==> config.mk <==
export PLATFORM = sky130hd
export DESIGN_NAME = uart_tx_arbiter_flat
export DESIGN_NICKNAME = d
export VERILOG_FILES = /design/src/rtl/uart_tx_arbiter_if.sv /design/src/rtl/uart_tx_arbiter.sv /design/src/flat_wrapper.sv
export SDC_FILE = /design/constraint.sdc
export NUM_CORES = 1
export LEC_CHECK = 0
export ABC_AREA = 1
export BUFFER_PORTS_ARGS = -buffer_cell sky130_fd_sc_hd__buf_2
export CAP_MARGIN = 30
export CORE_ASPECT_RATIO = 0.7
export CORE_MARGIN = 8
export CORE_UTILIZATION = 41
export DETAILED_ROUTE_END_ITERATION = 8
export HOLD_SLACK_MARGIN = 0.06
export PLACE_DENSITY = 0.76
export SLEW_MARGIN = 20
export SYNTH_ARGS = -nofsm -noshare
export SYNTH_HDL_FRONTEND = slang
export SYNTH_SLANG_ARGS = --single-unit
==> constraint.sdc <==
create_clock -name clock -period 1.5 [get_ports clock]
set_clock_uncertainty 0.2 [all_clocks]
set_input_delay 0.225 -clock clock [delete_from_list [all_inputs] [get_ports clock]]
set_output_delay 0.225 -clock clock [all_outputs]
set_load 0.01 [all_outputs]
==> src/rtl/uart_tx_arbiter_if.sv <==
// uart_tx_arbiter_if: bundle between byte-stream requesters, the arbiter and the Uart_core TX FIFO
//   req_valid/req_data/req_last/req_ready : per-requester byte stream (requester i owns req_data[8*i+7:8*i])
//   tx_fifo_full/tx_fifo_empty            : status from Uart_core
//   wr_uart/wr_data/send                  : push strobe, byte and transmit enable to Uart_core
//   grant_id/busy                         : current owner and transfer-in-progress flag
//   modport master = arbiter side, modport slave = client/core side
interface uart_tx_arbiter_if #(parameter int NUM_REQ = 4);
    localparam int GID_W = $clog2(NUM_REQ);
    logic [NUM_REQ-1:0]   req_valid;
    logic [8*NUM_REQ-1:0] req_data;
    logic [NUM_REQ-1:0]   req_last;
    logic [NUM_REQ-1:0]   req_ready;
    logic                 tx_fifo_full;
    logic                 tx_fifo_empty;
    logic                 wr_uart;
    logic [7:0]           wr_data;
    logic                 send;
    logic [GID_W-1:0]     grant_id;
    logic                 busy;
    modport master (
        input  req_valid, req_data, req_last, tx_fifo_full, tx_fifo_empty,
        output req_ready, wr_uart, wr_data, send, grant_id, busy
    );
    modport slave (
        output req_valid, req_data, req_last, tx_fifo_full, tx_fifo_empty,
        input  req_ready, wr_uart, wr_data, send, grant_id, busy
    );
endinterface

==> src/rtl/uart_tx_arbiter.sv <==
// uart_tx_arbiter: round-robin burst arbiter sharing one UART TX FIFO among NUM_REQ byte streams
//   clock, reset : system clock, synchronous active-high reset
//   bus (master) : requester streams in, FIFO push/send out, grant_id/busy status out
//   UART_ARB_PRIO0_EN : when defined, requester 0 wins every arbitration it is valid for
module uart_tx_arbiter #(
    parameter int NUM_REQ   = 4,
    parameter int MAX_BURST = 8,
    parameter int GID_W     = $clog2(NUM_REQ)
) (
    input logic clock,
    input logic reset,
    uart_tx_arbiter_if.master bus
);
    typedef enum logic {IDLE, XFER} state_t;
    state_t state;
    logic [GID_W-1:0] rr_ptr, pick, idx;
    logic [7:0] burst_cnt;
    logic [NUM_REQ-1:0] cand;
    logic xfer, hs, done;
    // First valid candidate after rr_ptr; descending scan so the nearest offset wins.
    always_comb begin
        cand = bus.req_valid;
`ifdef UART_ARB_PRIO0_EN
        cand[0] = 1'b0;
`endif
        pick = '0;
        idx = '0;
        for (int k = NUM_REQ; k >= 1; k--) begin
            idx = GID_W'((int'(rr_ptr) + k) % NUM_REQ);
            if (cand[idx]) pick = idx;
        end
`ifdef UART_ARB_PRIO0_EN
        if (bus.req_valid[0]) pick = '0;
`endif
    end
    assign xfer = (state == XFER);
    assign hs = xfer & bus.req_valid[bus.grant_id] & ~bus.tx_fifo_full;
    // A stalled FIFO is not a burst end; only last, burst limit or a dropped valid end it.
    assign done = xfer & (~bus.req_valid[bus.grant_id] |
                  (hs & (bus.req_last[bus.grant_id] | burst_cnt == 8'(MAX_BURST - 1))));
    assign bus.busy = xfer;
    assign bus.wr_uart = hs;
    assign bus.wr_data = xfer ? bus.req_data[8*bus.grant_id +: 8] : 8'h00;
    assign bus.req_ready = (xfer & ~bus.tx_fifo_full) ?
                           {{(NUM_REQ-1){1'b0}}, 1'b1} << bus.grant_id : '0;
    always_ff @(posedge clock) begin
        if (reset) begin
            state <= IDLE;
            rr_ptr <= GID_W'(NUM_REQ - 1);
            burst_cnt <= '0;
            bus.grant_id <= '0;
            bus.send <= 1'b0;
        end else begin
            bus.send <= ~bus.tx_fifo_empty;
            if (state == IDLE) begin
                if (|bus.req_valid) begin
                    state <= XFER;
                    bus.grant_id <= pick;
                    burst_cnt <= '0;
                end
            end else begin
                if (hs) burst_cnt <= burst_cnt + 8'd1;
                if (done) begin
                    state <= IDLE;
`ifdef UART_ARB_PRIO0_EN
                    if (bus.grant_id != '0) rr_ptr <= bus.grant_id;
`else
                    rr_ptr <= bus.grant_id;
`endif
                end
            end
        end
    end
endmodule

==> src/flat_wrapper.sv <==
// flat-port wrapper written by rule: the top's interface ports become plain ports
module uart_tx_arbiter_flat 
#(
    parameter int NUM_REQ   = 4,
    parameter int MAX_BURST = 8,
    parameter int GID_W     = $clog2(NUM_REQ)
)
  (clock, reset, bus_req_valid, bus_req_data, bus_req_last, bus_tx_fifo_full, bus_tx_fifo_empty, bus_req_ready, bus_wr_uart, bus_wr_data, bus_send, bus_grant_id, bus_busy);
  uart_tx_arbiter_if #(.NUM_REQ(NUM_REQ)) bus_i ();
  input logic clock;
  input logic reset;
  input wire logic [$bits(bus_i.req_valid)-1:0] bus_req_valid;
  input wire logic [$bits(bus_i.req_data)-1:0] bus_req_data;
  input wire logic [$bits(bus_i.req_last)-1:0] bus_req_last;
  input wire logic [$bits(bus_i.tx_fifo_full)-1:0] bus_tx_fifo_full;
  input wire logic [$bits(bus_i.tx_fifo_empty)-1:0] bus_tx_fifo_empty;
  output wire logic [$bits(bus_i.req_ready)-1:0] bus_req_ready;
  output wire logic [$bits(bus_i.wr_uart)-1:0] bus_wr_uart;
  output wire logic [$bits(bus_i.wr_data)-1:0] bus_wr_data;
  output wire logic [$bits(bus_i.send)-1:0] bus_send;
  output wire logic [$bits(bus_i.grant_id)-1:0] bus_grant_id;
  output wire logic [$bits(bus_i.busy)-1:0] bus_busy;
  assign bus_i.req_valid = bus_req_valid;
  assign bus_i.req_data = bus_req_data;
  assign bus_i.req_last = bus_req_last;
  assign bus_i.tx_fifo_full = bus_tx_fifo_full;
  assign bus_i.tx_fifo_empty = bus_tx_fifo_empty;
  assign bus_req_ready = bus_i.req_ready;
  assign bus_wr_uart = bus_i.wr_uart;
  assign bus_wr_data = bus_i.wr_data;
  assign bus_send = bus_i.send;
  assign bus_grant_id = bus_i.grant_id;
  assign bus_busy = bus_i.busy;
  uart_tx_arbiter #(.NUM_REQ(NUM_REQ), .MAX_BURST(MAX_BURST), .GID_W(GID_W)) u_core (.clock(clock), .reset(reset), .bus(bus_i));
endmodule
==> results.ini <==
[status]
outcome = finished with violations
failed_checks = negative setup slack

[global_route]
grt_pass1_wl_um = 6620
grt_pass1_vias = 1468
grt_max_degree = 14
grt_overflow_total = 0
gr-usage-all-layers_pct = 16.4
antenna_found_initial = 0

[die]
die_width_um = 81.7
io_pins = 61
die_h_um = 62.0
fp-row-count = 16
coreArea_sq_um = 2840
initial_core_util_pct = 43.6
die_area_sq_um = 5060

[synth]
synth_compound_area_share_pct = 17.4
syn_inst = 206
yosysSeqAreaShare_pct = 22.6
synth_fa_ha_area_share_pct = 1.01
ys_types = 28
synth_top_family_by_area = simple AND/OR/NAND/NOR gates
synth_ff_type = dfxtp_1
avgSynthCellArea_sq_um = 6.01
synthesis.nets = 251
synth_enable_flop_cells = 0
yosys.area_share.xor_xnor_pct = 3.54
ys_seq_elements = 14
async_flop_share_pct = 0
synthMuxAreaShare_pct = 0
yosys_warnings = 0
synth-simple-area-share_pct = 47.2
syn-cell-area_sq_um = 1240

[finish]
fin_cells = 325
mostFrequentLayoutCells = nand2_1, buf_2, nand2_2, buf_4, nor2_1
final_util_pct = 69.4
final_common_cell = nand2_1
area_growth_pct = 59.2
final_area_sq_um = 1970
nets = 335
drive_above_1_share_pct = 51.9
num_antenna_cells = 0

[clock_tree]
clk_path_buf_depth = 2
clk_latency_ns = 0.25
cts.root.buffer_cell = clkbuf_8
path_clk_slew_ns = 0.06
numCtsBuffers = 3
h-tree-depth = 1
cts_num_sinks = 14
cts_tree = built

[sta]
finalCritPeriodShare_pct = 117
hold_violations = 0
setup_violations = 20
min_period_ns = 1.76
grt_setup_unrepaired = true
relSlewSlack_pct = 79.9
tightest_slew_ns = 0.301
finalWorstSetupSlack_ns = -0.262
max_freq_ghz = 0.568
slew_violations = 0

[power]
ir_drop_mv = 0.894
p_total_mw = 2.81
leakage_nw = 0.973
p_per_area_nw_per_um2 = 1420

[critical_path]
rrSetupSlack_ns = -0.17
r2r_end = u_core.burst_cnt[7]
critPathKind = reg2out
arrival_ns = 1.34
setup.worst_path.end = bus_wr_uart
crit_required_ns = 1.07
reg2reg_depth = 9
end_kind = primary output
start_kind = register
r2r_start = u_core.bus.grant_id[1]
crit_fanout = 4
startpoint = u_core.bus.grant_id[1]

[placement]
gp_congestion = 0.901
placed_cell_area_sq_um = 1690
dp_hpwl_um = 3290
dp.cells = 312
io_buffers = 60

[worst_hold_path]
min_path_type = in2reg

[drt]
final_antenna_net_count = 0
wirelength_um = 4550
via_per_inst = 5.17
wire_per_inst_um = 14.0
first_pass_iters = 4
drc = 0
vias = 1681
drt-initial-drc-count = 110

[run]
cap_violations = 0

-- metal layers --
layer	track usage, %	vias up	wire length [um]
met1	21.0	736	1940
met5	0	-	0
met2	26.9	101	1920
li1	-	842	-
met3	5.89	2	684
met4	1.49	0	5
-- critical path: stages, from the launching register on --
cell and delay (ns):
dfxtp_4 0.39, inv_4 0.05, nand2_2 0.10, nor2_2 0.05, a21oi_2 0.15, nand2_2 0.09
nand2_4 0.09, inv_2 0.04, buf_2 0.13
-- registers in the layout, summed over array words and instances (netlist names) --
| register | cells |
|---|---|
| u_core.bus.grant_id | 2 |
| u_core.burst_cnt | 8 |
| u_core.rr_ptr | 2 |
| u_core.bus.send | 1 |
| u_core.bus.busy | 1 |
-- Yosys cell counts, types with 4 or more instances --
cell type,n,area share (%)
xor2_1,4,2.8
a22oi_1,8,4.8
inv_1,11,3.3
nor2_1,20,6.1
a31oi_1,8,4.0
inv_2,8,2.4
nor3_1,4,1.6
nand3_1,18,7.3
a21oi_1,4,1.6
a21oi_2,7,4.9
nand2_1,73,22
nand2_2,9,4.5
dfxtp_1,14,23
-- final cells by class --
class | count | area, sq um
multi-input combinational | 168 | 965
inverter | 19 | 81.3
timing repair buffer | 84 | 532
tap | 36 | 45.0
fill | 262 | 871
clock buffer | 4 | 55.1
sequential | 14 | 294
-- timing repair --
item / 4_1_cts / 5_1_grt
cloned: 1 / 0
buffers inserted: 4 / 3
hold endpoints to repair: 1 / 0
endpoints found under the setup margin: 17 / 26
hold buffers: 1 / 0
pin swaps: 8 / 10
gates resized for setup: 12 / 31
-- worst min-delay path by stage --
stage	startpoint	end	slack, ns	cells past startpoint
2_1_floorplan	bus_tx_fifo_empty	u_core.bus.send	0.1	1
3_3_place_gp	bus_tx_fifo_empty	u_core.bus.send	0.18	2
3_5_place_dp	bus_tx_fifo_empty	u_core.bus.send	0.18	2
4_1_cts	reset	u_core.bus.send	0.10	2
5_1_grt	reset	u_core.bus.send	0.11	2
6_report	reset	u_core.bus.send	0.11	2
-- per-stage QoR --
step / setup WS, ns / hold slack [ns] / TNS, ns
after floorplan: -0.00202 / 0.0974 / -0.00202
after global placement: -0.0624 / 0.181 / -0.169
after detailed placement: -0.0843 / 0.183 / -0.468
after CTS: -0.245 / 0.100 / -2.57
after global routing: -0.324 / 0.110 / -4.66
final: -0.262 / 0.106 / -2.79
-- cell families (layout without fill, tap and decap cells) --
group                      after synthesis  in the layout
AOI/OAI and AO/OA                       31             31
xor gates and xnor gates                 5              5
adders and majority gates                1              1
buffers and inverters                   24            107
DFF                                     14             14
and+or+nand+nor                        131            131
-- report_power, final --
part           switching, mW  leakage (nW)  internal, mW
registers              0.114         0.116         0.454
clock network          0.140        0.0288         0.233
logic                   1.04         0.829         0.827
No activity file was read; power rests on OpenSTA's default activity.
